[config.mk]
export PLATFORM = sky130hd
export DESIGN_NAME = int_src_conditioner
export DESIGN_NICKNAME = d
export VERILOG_FILES = /design/src/rtl/int_src_conditioner.sv
export SDC_FILE = /design/constraint.sdc
export NUM_CORES = 1
export LEC_CHECK = 0
export CAP_MARGIN = 20
export CORE_MARGIN = 8
export CORE_UTILIZATION = 45
export DETAILED_ROUTE_END_ITERATION = 8
export MAX_ROUTING_LAYER = met4
export PLACE_DENSITY_LB_ADDON = 0.1
export SLEW_MARGIN = 10
export SYNTH_ARGS = -nofsm -noshare
export SYNTH_HDL_FRONTEND = slang
export SYNTH_SLANG_ARGS = --single-unit
[constraint.sdc]
create_clock -name clk -period 4.1 [get_ports clk]
set_input_delay 0.615 -clock clk [delete_from_list [all_inputs] [get_ports clk]]
set_output_delay 0.615 -clock clk [all_outputs]
set_load 0.01 [all_outputs]
[src/rtl/int_src_conditioner.sv]
// int_src_conditioner
// ---------------------------------------------------------------------------
// Turns raw, asynchronous interrupt lines from peripheral IPs into single-cycle
// event pulses for the external interrupt controller. Each source runs through
// a 2-flop synchronizer, a programmable debounce filter and an edge selector.
// A sticky, write-1-to-clear event register keeps a software-visible record.
//
// Register map (word offsets, only p_addr[3:0] decoded):
//   0x0 CFG  RW  2 bits per source: 00 off, 01 rising, 10 falling, 11 both
//   0x4 DEB  RW  debounce threshold [DEB_W-1:0]
//   0x8 STAT RO  filtered levels (writes ignored, no fault)
//   0xC EVT  W1C sticky event flags
//
// Ports:
//   clk, rst           single clock, synchronous active-high reset
//   p_addr/p_w_rb/p_acc/p_wdata/p_req   bus request side
//   p_rdata/p_resp/p_fault              bus response, one cycle after p_req
//   irq_raw            asynchronous raw interrupt lines
//   irq_evt            registered one-cycle event pulses
// ---------------------------------------------------------------------------
module int_src_conditioner #(
  parameter int unsigned EXT_INT_SRC_NUM = 8,
  parameter int unsigned SRC_NUM         = EXT_INT_SRC_NUM,
  parameter int unsigned DEB_W           = 8,
  parameter int unsigned XLEN            = 32,
  parameter int unsigned BUS_WIDTH       = 32,
  parameter int unsigned BUS_ACC_CNT     = 4
) (
  input  logic                           clk,
  input  logic                           rst,
  input  logic [XLEN-1:0]                p_addr,
  input  logic                           p_w_rb,
  input  logic [$clog2(BUS_ACC_CNT)-1:0] p_acc,
  input  logic [BUS_WIDTH-1:0]           p_wdata,
  output logic [BUS_WIDTH-1:0]           p_rdata,
  input  logic                           p_req,
  output logic                           p_resp,
  output logic                           p_fault,
  input  logic [SRC_NUM-1:0]             irq_raw,
  output logic [SRC_NUM-1:0]             irq_evt
);

  localparam int unsigned     ACC_W    = $clog2(BUS_ACC_CNT);
  localparam logic [ACC_W-1:0] ACC_WORD = ACC_W'(32'd2);

  localparam logic [1:0] REG_CFG  = 2'd0;
  localparam logic [1:0] REG_DEB  = 2'd1;
  localparam logic [1:0] REG_STAT = 2'd2;
  localparam logic [1:0] REG_EVT  = 2'd3;

  // Synchronizer, debounce and edge-history state
  logic [SRC_NUM-1:0] sync1_r;
  logic [SRC_NUM-1:0] sync2_r;
  logic [DEB_W-1:0]   cnt_r [SRC_NUM];
  logic [SRC_NUM-1:0] filt_r;
  logic [SRC_NUM-1:0] filt_d_r;

  // Software-visible registers
  logic [2*SRC_NUM-1:0] cfg_r;
  logic [DEB_W-1:0]     deb_r;
  logic [SRC_NUM-1:0]   evt_r;

  // Combinational helpers
  logic                 legal_s;
  logic                 wr_cfg_s;
  logic                 wr_deb_s;
  logic                 wr_evt_s;
  logic [SRC_NUM-1:0]   evt_clr_s;
  logic [BUS_WIDTH-1:0] rd_word_s;
  logic [SRC_NUM-1:0]   rise_s;
  logic [SRC_NUM-1:0]   fall_s;
  logic [SRC_NUM-1:0]   hit_s;

  // Upper address bits are not decoded and high write-data bits may have no
  // register behind them; fold them into one deliberately unused net.
  logic unused_s;
  assign unused_s = ^{p_addr, p_wdata};

  // Bus access legality and write-strobe decode
  always_comb begin
    legal_s  = (p_acc == ACC_WORD) && (p_addr[1:0] == 2'b00);
    wr_cfg_s = 1'b0;
    wr_deb_s = 1'b0;
    wr_evt_s = 1'b0;
    if (p_req && p_w_rb && legal_s) begin
      case (p_addr[3:2])
        REG_CFG:  wr_cfg_s = 1'b1;
        REG_DEB:  wr_deb_s = 1'b1;
        REG_STAT: wr_cfg_s = 1'b0;  // read-only: write silently dropped
        REG_EVT:  wr_evt_s = 1'b1;
        default:  wr_cfg_s = 1'b0;
      endcase
    end else begin
      wr_cfg_s = 1'b0;
      wr_deb_s = 1'b0;
      wr_evt_s = 1'b0;
    end
  end

  // W1C clear mask, only meaningful during an EVT write
  always_comb begin
    evt_clr_s = {SRC_NUM{1'b0}};
    if (wr_evt_s) begin
      evt_clr_s = p_wdata[SRC_NUM-1:0];
    end else begin
      evt_clr_s = {SRC_NUM{1'b0}};
    end
  end

  // Read-data mux; unused bits stay zero
  always_comb begin
    rd_word_s = {BUS_WIDTH{1'b0}};
    case (p_addr[3:2])
      REG_CFG:  rd_word_s[2*SRC_NUM-1:0] = cfg_r;
      REG_DEB:  rd_word_s[DEB_W-1:0]     = deb_r;
      REG_STAT: rd_word_s[SRC_NUM-1:0]   = filt_r;
      REG_EVT:  rd_word_s[SRC_NUM-1:0]   = evt_r;
      default:  rd_word_s = {BUS_WIDTH{1'b0}};
    endcase
  end

  // Edge qualification against the per-source mode bits
  always_comb begin
    rise_s = filt_r & ~filt_d_r;
    fall_s = ~filt_r & filt_d_r;
    hit_s  = {SRC_NUM{1'b0}};
    for (int i = 0; i < SRC_NUM; i++) begin
      hit_s[i] = (cfg_r[2*i] & rise_s[i]) | (cfg_r[2*i+1] & fall_s[i]);
    end
  end

  // Bus response: one-cycle strobe with data and fault flag
  always_ff @(posedge clk) begin
    if (rst) begin
      p_resp  <= 1'b0;
      p_fault <= 1'b0;
      p_rdata <= {BUS_WIDTH{1'b0}};
    end else begin
      p_resp  <= p_req;
      p_fault <= p_req & ~legal_s;
      if (p_req && legal_s && !p_w_rb) begin
        p_rdata <= rd_word_s;
      end else begin
        p_rdata <= {BUS_WIDTH{1'b0}};
      end
    end
  end

  // Configuration registers and sticky event flags (a new event beats a clear)
  always_ff @(posedge clk) begin
    if (rst) begin
      cfg_r <= {(2*SRC_NUM){1'b0}};
      deb_r <= {DEB_W{1'b0}};
      evt_r <= {SRC_NUM{1'b0}};
    end else begin
      if (wr_cfg_s) begin
        cfg_r <= p_wdata[2*SRC_NUM-1:0];
      end
      if (wr_deb_s) begin
        deb_r <= p_wdata[DEB_W-1:0];
      end
      evt_r <= hit_s | (evt_r & ~evt_clr_s);
    end
  end

  // Two-flop synchronizer for the asynchronous raw lines
  always_ff @(posedge clk) begin
    if (rst) begin
      sync1_r <= {SRC_NUM{1'b0}};
      sync2_r <= {SRC_NUM{1'b0}};
    end else begin
      sync1_r <= irq_raw;
      sync2_r <= sync1_r;
    end
  end

  // Debounce: a change must persist for DEB+1 cycles before it reaches the
  // filtered level. The >= compare lets a lowered threshold take effect at
  // once and keeps the counter from ever wrapping.
  always_ff @(posedge clk) begin
    if (rst) begin
      filt_r <= {SRC_NUM{1'b0}};
      for (int i = 0; i < SRC_NUM; i++) begin
        cnt_r[i] <= {DEB_W{1'b0}};
      end
    end else begin
      for (int i = 0; i < SRC_NUM; i++) begin
        if (sync2_r[i] == filt_r[i]) begin
          cnt_r[i] <= {DEB_W{1'b0}};
        end else if (cnt_r[i] >= deb_r) begin
          filt_r[i] <= sync2_r[i];
          cnt_r[i]  <= {DEB_W{1'b0}};
        end else begin
          cnt_r[i] <= cnt_r[i] + DEB_W'(1'b1);
        end
      end
    end
  end

  // Edge history (kept regardless of CFG) and registered event pulses
  always_ff @(posedge clk) begin
    if (rst) begin
      filt_d_r <= {SRC_NUM{1'b0}};
      irq_evt  <= {SRC_NUM{1'b0}};
    end else begin
      filt_d_r <= filt_r;
      irq_evt  <= hit_s;
    end
  end

endmodule
Word-level counts from Yosys, hierarchy flattened
Memory sizes are Yosys's and may differ from the RTL's.
Cells that the tools add are included.

word-level totals
  flip-flop bits (word level) = 106
  memory bits (writable) = 64
  output and inout bits = 42
  word-level logic and storage cells = 256
  memories = 1

memories
  name   words  width  rd ports  clocked after Yosys merged registers in  wr ports  line  text
  cnt_r  8      8      8         0                                        8         54    logic [DEB_W-1:0] cnt_r [SRC_NUM];

operators by class
  add/sub/neg operators = 8
  order comparisons = 8
  equality and inequality tests = 12
  muxes and demuxes = 122
  bitwise logic cells = 67
  reduce and logical (&&, ||, !) cells = 18

operators by type and width
  cell                                                                   number
  8-bit 2-to-1 mux                                                       25
  1-bit 2-to-1 mux                                                       96
  8-bit by 1-bit adder with 8-bit output, second input constant          8
  8-bit greater-or-equal comparator                                      8
  1-bit OR                                                               32
  8-bit case mux with 4 select lines                                     1
  8-bit bitwise AND                                                      3
  8-bit inverter                                                         3
  1-bit bitwise AND                                                      17
  2-bit AND reduction                                                    8
  1-bit inverter                                                         11
  1-bit equality test                                                    8
  8-bit OR                                                               1
  2-bit equality test, second input constant                             3
  1-bit logical AND                                                      5
  2-bit logical NOT                                                      2
  3-bit OR reduction                                                     1
  2-bit by 1-bit equality test with 1-bit output, second input constant  1
  2-bit OR reduction                                                     1
  1-bit logical NOT                                                      1

Logic depth before layout (Yosys ltp)
Gate-level depths: netlist of the first run.

  word-level depth = 8
  depth in mapped cells = 8

Worst setup path before layout of the first run
Ideal clock, no wire load.

  kind = input-to-reg
  start point = input p_acc[0]
  end point = register cfg_r[10]
  data arrival time = 2.100 ns
  data required time = 3.972 ns
  setup slack = 1.873 ns
  stages = 6
  path buffers = 1
  cell sequence = or4b_4 -> or3_4 -> nor2_8 -> buf_12 -> mux2i_1 -> nor2_1

between the ends
  word-level cells in the longest chain between the ends = 4

ends and longest elaborated chain
  what                  line  text
  from (decl)           33    input logic [$clog2(BUS_ACC_CNT)-1:0] p_acc,
  2-bit equality test   81    legal_s = (p_acc == ACC_WORD) && (p_addr[1:0] == 2'b00);
  1-bit logical AND     81
  1-bit logical AND     85    if (p_req && p_w_rb && legal_s) begin
  1-bit 2-to-1 mux      85
  to (signal assigned)  152   cfg_r <= {(2*SRC_NUM){1'b0}};
  to (signal assigned)  157   cfg_r <= p_wdata[2*SRC_NUM-1:0];
  to (decl)             59    logic [2*SRC_NUM-1:0] cfg_r;

No other way between the ends.
A chain may end at the register's enable or synchronous reset.

==> results of run 1 <==
==> placed cells by master, fill, tap and decap left out, types with 8 or more instances in the layout <==
master	n
o21ai_0	16
clkdlybuf4s50_1	58
clkbuf_16	17
a21oi_1	21
xor2_1	37
nor2_1	117
xnor2_1	19
mux4_2	8
edfxtp_1	64
conb_1	80
and3_1	17
nand4_1	8
a31oi_1	10
nor2b_1	42
nand2_1	13
mux2_2	8
and2_1	8
dfxtp_1	90
nand2b_1	9
inv_1	42
nand3_1	46
mux2i_1	24
ha_1	72
==> cell families after synthesis <==
logic type,after synthesis
XOR/XNOR,56
multiplexers,40
flip-flops,154
AO/OA/AOI/OAI,64
buffers and inverters,74
other,2
adder cells (fa/ha/maj),72
AND/OR/NAND/NOR,278
==> power by group through the flow <==
stage          combinational, mW  sequential [mW]  clock (mW)
2_1_floorplan              0.148             1.69           0
5_1_grt                    0.235             1.68        1.67
6_report                   0.207             1.67        1.56
3_3_place_gp               0.197             1.71           0
4_1_cts                    0.206             1.67        1.60
3_5_place_dp               0.204             1.71           0
==> sequential cells by signal, indices dropped and copies added (netlist names) <==
name	cells
p_rdata	16
filt_r	8
filt_d_r	8
deb_r	8
p_fault	1
cnt_r	64
sync1_r	8
sync2_r	8
evt_r	8
irq_evt	8
p_resp	1
cfg_r	16
==> layer usage <==
| layer | part of all wire (%) | wire length (um) |
|---|---|---|
| met3 | 5.1 | 859 |
| met1 | 48 | 8002 |
| met4 | 1.3 | 212 |
| met5 | 0 | 0 |
| met2 | 46 | 7656 |
==> final cells by class <==
cell class | count | area (um^2) | area share (%)
multi-input cells | 590 | 3985 | 42.59
flip-flops and latches | 154 | 3724 | 39.79
repair buffers | 62 | 620.6 | 6.632
clock buffers | 20 | 436.7 | 4.666
well taps | 225 | 281.5 | 3.008
inverters | 42 | 157.7 | 1.685
clock inverters | 12 | 150.1 | 1.604
diodes | 1 | 2.502 | 0.02674
==> worst paths after layout <==
check / from / end
worst min-delay path: sync1_r[7]$_SDFF_PP0_ / sync2_r[7]$_SDFF_PP0_
worst max-delay path: deb_r[0]$_SDFFE_PP0P_ / cnt_r[0][15]$_SDFFCE_PN0P_
worst max register to register: deb_r[0]$_SDFFE_PP0P_ / cnt_r[0][15]$_SDFFCE_PN0P_
worst min register to register: sync1_r[7]$_SDFF_PP0_ / sync2_r[7]$_SDFF_PP0_
==> through the flow <==
step | setup WS (ns) | std cells
CTS | 1.685 | 1105
global route | 1.546 | 1105
finish | 1.708 | 1106
floorplan | 1.873 | 818
global placement | 1.285 | 1073
detailed placement | 1.257 | 1073
==> results.md, run 1 <==
- Area of the mapped netlist: 0.007770 mm^2
- Fin. max-slew vios: 0
- Post_cts resized: 0
- Final setup viols: 0
- Root buf cell: clkbuf_16
- Cell variety after synth: 39
- Post-synth EDFFs: 64
- Initial core utilization: 45.39%
- WHS: 0.4425 ns
- CP Class: register to register
- Area Growth Syn to Fin: 20.43%
- Sw frac: 22.00%
- Main synth FF type: dfxtp_1
- Post-synthesis compound-gate area fraction: 5.008%
- Hold WC Path Type: register to register
- Most common cell in the synthesized netlist: nor2_1
- Cell Chain, Critical Path: ha_1 -> nand2b_1 -> a211o_1 -> o2111ai_1 -> nand4_1 -> nor2_1
- H-tree depth: 4
- Port Buffers: 59
- Layout cells sized above 1: 6.023%
- CTS buffer count: 17
- Grt met3 use: 3.699%
- # IOs: 120
- Clock Latency Late Sink: 0.42 ns
- Worst path depth: 6
- Post-Synth Adder-Cell Area: 11.59%
- GPL Wtd Cong: 0.8150
- WP buf/inv: 0
- Routing usage on met1: 20.61%
- Final instance area: 0.009358 mm^2
- Die Y: 147.4 um
- Hold-fix buffer count after cts: 0
- Synth async-reset ratio: 0%
- DRT Pass-1 Iters: 4
- Initial antenna violation count: 0
- Core Region: 0.01712 mm^2
- Xor-xnor portion of the synthesized cell area: 6.312%
- CTS tree: built
- Max incr delay on CP: 0.75 ns
- Area share of and/or/nand/nor cells after synthesis: 17.94%
- Least-Margin Pin Slew: 0.6747 ns
- Cell depth of the worst flop-to-flop path: 6
- Nets: 1,017
- Area contributors post-synth: edfxtp_1 25%, dfxtp_1 23%, ha_1 12%
- RSZ-0062 raised after global routing: no
- CP Capture Type: register
- Mux cell area share after synthesis: 6.570%
- Drt first-iter violations: 236
- # fillers: 1,555
- DIE AREA: 0.02173 mm^2
- Hpwl dp: 11,880 um
- Post-synthesis sequential area ratio: 47.92%
- Slowest cell on crit path: dfxtp_1
- Largest family of logic cells by synthesized area: simple AND/OR/NAND/NOR gates
- Sink Count: 154
- Largest net degree at the start of global routing: 82
- Final Power: 3.445 mW
- Final period utilization: 58.35%
- # DRC: 0
- Hold Violations, Final: 0
- Static Leakage: 3.644 nW
- Routed vias: 5,393
- Avg Inst Size Synth: 10.50 um^2
- Gate power share: 6.0%
- Internal power: 2.687 mW
- Relative slew slack: 54.96%
- Fin crit period: 2.392 ns
- Clock buffer depth: 2
- Via density: 4.876
- Worst path arrival time: 2.66 ns
- Setup slack, reg-to-reg: 1.71 ns
- Site Rows: 48
- Yosys warns: 0
- First-pass GRT wire length: 27,120 um
- Kind of cell adding the most delay to the critical path: flip-flops
- Vias in the first global route: 5,367
- Final setup TNS: 0 ns
- Cells after Synth: 740
- Crit path required time: 4.36 ns
- Global Route Usage Sum: 16.25%
- Most instantiated cells after synthesis: 117 x nor2_1, 90 x dfxtp_1, 72 x ha_1
- Gr busiest metal: met2
- Synth area leader: edfxtp_1
- Die extent in x: 147.4 um
- Pwr Density: 368.2 mW/mm^2
- Buffer count from post-CTS setup fixing: 0
- Critical Path Fanout Max: 10
- Post-route ant nets: 0
- Switching power total: 758.1 uW
- Hold Path Depth: 1
- WL final: 16,730 um
- Worst vdd ir: 0.2743 mV
- CTS clk-pin slew, worst paths: 0.06 ns
- Reg power frac: 48.6%
- Clk network pwr share: 45.4%
- # Max-Cap Violations: 0
- Final Core Density: 54.67%
- Overflow after GRT: 0
- Top-area cell type share of the netlist area: 24.73%
- Fmax: 0.4180 GHz
- DR WL/cell: 15.13 um
- Met2 usage: 24.93%
- Placed instance area: 0.008768 mm^2
- Status: finished, final reports clean
- Layout Skew: 0.009918 ns
- Yosys reg bits: 154
- Startpoint Class: register
No activity file was read; power rests on OpenSTA's default activity.
==> run 2: changes to the inputs <==
==> constraint.sdc (replaced) <==
create_clock -name clk -period 2.1 [get_ports clk]
set_input_delay 0.315 -clock clk [delete_from_list [all_inputs] [get_ports clk]]
set_output_delay 0.315 -clock clk [all_outputs]
set_load 0.01 [all_outputs]
==> run 2 against run 1 <==
First-iteration DRC count up 15%; largest power group is now the clock network; clock power up 110%; global-route usage up 0.60 points; register-to-register slack worse by 1.6 ns; critical path depth up 2; power up 100%; critical endpoint is now filt_r[3]$_SDFFE_PP0P_; maximum frequency up 20%; routed wire length up 2.3%; critical path type unchanged; highest routed layer unchanged; sequential power up 95%.
==> results.md, run 2 (synthesis results as in run 1) <==
- Largest net degree at the start of global routing: 22 (-73%)
- Final WS setup: 0.1029 ns (-1.605 ns)
- Cell depth of the worst flop-to-flop path: 8 (+2)
- Final period utilization: 95.10% (+37 points)
- CTS buffer count: 17 (unchanged)
- Clk network pwr share: 47.2% (+1.8 points)
- Placed instance area: 0.009069 mm^2 (+3.4%)
- Core Region: 0.01712 mm^2 (unchanged)
- CTS tree: built
- Area Growth Syn to Fin: 25.88%
- Layout Skew: 0.007976 ns (-0.001942 ns)
- Kind of cell adding the most delay to the critical path: simple AND/OR/NAND/NOR gates
- Cell Chain, Critical Path: inv_2 -> buf_4 -> ha_1 -> and3_1 -> o21ai_0 -> a31oi_1 -> nor3_1 -> mux2_2
- Worst path arrival time: 2.31 ns (-0.35 ns)
- Reg-to-reg endpoint: filt_r[3]$_SDFFE_PP0P_
- Reg power frac: 46.6% (-2.0 points)
- Number of flip-flops in the largest register: 64 (unchanged)
- Register area: 0.003726 mm^2 (about the same)
- Worst path depth: 8 (+2)
- # fillers: 1,530 (-1.6%)
- DIE AREA: 0.02173 mm^2 (unchanged)
- Most frequent cells in the layout: 117 x nor2_1, 88 x dfxtp_1, 80 x conb_1
- Drt first-iter violations: 271 (+15%)
- Hpwl dp: 12,900 um (+8.7%)
- Overflow after GRT: 0 (unchanged)
- Hold Violations, Final: 0 (unchanged)
- Layout cells sized above 1: 11.34% (+5.3 points)
- Nets: 1,054 (+3.6%)
- First-pass GRT wire length: 28,260 um (+4.2%)
- Slowest cell on crit path: mux2_2
- Die extent in x: 147.4 um (unchanged)
- Gate power share: 6.2% (+0.2 points)
- WL final: 17,120 um (+2.3%)
- Crit path from: deb_r[1]$_SDFFE_PP0P_
- Crit path to: filt_r[3]$_SDFFE_PP0P_
- Sw frac: 22.24% (+0.24 points)
- DRT Pass-1 Iters: 7 (+3)
- Dpl ws: -0.2397 ns (-1.497 ns)
- Crit path required time: 2.41 ns (-1.95 ns)
- Hold-fix buffer count after cts: 0 (unchanged)
- Hold WC Path Type: primary input to register
- Site Rows: 48 (unchanged)
- Routed vias: 5,521 (+2.4%)
- Final setup viols: 0 (unchanged)
- GPL Wtd Cong: 0.8117 (-0.40%)
- Initial core utilization: 45.39% (unchanged)
- # Max-Cap Violations: 0 (unchanged)
- Status: finished, final reports clean
- Setup slack, reg-to-reg: 0.10 ns (-1.60 ns)
- DR WL/cell: 14.99 um (-0.88%)
- # IOs: 120 (unchanged)
- Fin crit period: 1.997 ns (-0.3954 ns)
- Port Buffers: 59 (unchanged)
- H-tree depth: 4 (unchanged)
- Post-route ant nets: 0 (unchanged)
- Fin cells: 1,142 (+3.3%)
- Fin. max-slew vios: 0 (unchanged)
- Via density: 4.835 (-0.85%)
- Vias in the first global route: 5,619 (+4.7%)
- Global Route Usage Sum: 16.85% (+0.60 points)
- Root buf cell: clkbuf_16
- CTS clk-pin slew, worst paths: 0.06 ns (about the same)
- Switching power total: 1.558 mW (+110%)
- Top reg by flops: cnt_r
- WP buf/inv: 2 (+2)
- Startpoint Class: register
- Clock buffer depth: 2 (unchanged)
- Internal power: 5.445 mW (+100%)
- Fmax: 0.5007 GHz (+20%)
- Die Y: 147.4 um (unchanged)
- Regs by FF count: cnt_r (64), cfg_r (16), p_rdata (16)
- Worst vdd ir: 0.5827 mV (+110%)
- Clock Latency Late Sink: 0.43 ns (about the same)
- Sink Count: 154 (unchanged)
- Pwr Density: 716.0 mW/mm^2 (+94%)
- Multi-input logic area: 0.004023 mm^2 (+0.94%)
- CP Class: register to register
- Most common cell after layout, fill and taps aside: nor2_1
- Critical Path Fanout Max: 3 (-7)
- Max incr delay on CP: 0.35 ns (-0.40 ns)
- Reg2reg start: deb_r[1]$_SDFFE_PP0P_
- Placed cell count: 1,108 (+3.3%)
- Final Core Density: 57.14% (+2.5 points)
- CP Capture Type: register
- Initial antenna violation count: 0 (unchanged)
- Ant. Diodes: 0 (-1)
- Final instance area: 0.009781 mm^2 (+4.5%)
- Static Leakage: 3.882 nW (+6.5%)
- # DRC: 0 (unchanged)
==> run 2: worst min path at each step <==
stage,from,to,slack (ns),cells after the start
floorplan,sync1_r[0]$_SDFF_PP0_,sync2_r[0]$_SDFF_PP0_,0.41,1
global placement,sync1_r[7]$_SDFF_PP0_,sync2_r[7]$_SDFF_PP0_,0.42,1
detailed placement,sync1_r[2]$_SDFF_PP0_,sync2_r[2]$_SDFF_PP0_,0.42,1
CTS,rst,sync2_r[2]$_SDFF_PP0_,0.30,2
global route,rst,sync2_r[2]$_SDFF_PP0_,0.32,2
finish,rst,sync2_r[2]$_SDFF_PP0_,0.32,2
==> run 2: power groups by stage <==
| stage | Combinational [mW] | Clock (mW) | Sequential (mW) |
|---|---|---|---|
| global route | 0.495 | 3.48 | 3.27 |
| global placement | 0.408 | 0 | 3.33 |
| detailed placement | 0.420 | 0 | 3.33 |
| CTS | 0.426 | 3.37 | 3.26 |
| floorplan | 0.290 | 0 | 3.31 |
| finish | 0.434 | 3.31 | 3.26 |
==> run 2: layout make-up <==
class / instances / share of cell area (%)
clock buffers: 22 / 5.398
clock inverters: 10 / 1.279
inverters: 42 / 1.612
multi-input cells: 590 / 41.13
flip-flops and latches: 154 / 38.10
well taps: 225 / 2.878
repair buffers: 99 / 9.607
==> run 2: per-layer routing <==
metal / routed length, um / GRT usage, % / share of wire [%]
met5: 0 / - / 0
met4: 321 / 5.864 / 1.9
met3: 807 / 4.035 / 4.7
met2: 7646 / 25.92 / 45
met1: 8346 / 21.38 / 49
==> run 2: what timing repair did <==
item                                    in CTS  in global routing
setup buffers                                2                  0
pin swaps                                    0                  5
endpoints found under the setup margin      13                 27
resized for setup                            1                 14
==> run 2: metrics by stage <==
| step | hold slack (ns) | setup TNS [ns] | total power, mW |
|---|---|---|---|
| after floorplan | 0.4138 | 0 | 3.598 |
| after global placement | 0.4203 | -5.087 | 3.734 |
| after detailed placement | 0.4242 | -6.147 | 3.749 |
| after CTS | 0.3027 | 0 | 7.055 |
| after global routing | 0.3207 | -0.004487 | 7.245 |
| final | 0.3162 | 0 | 7.003 |
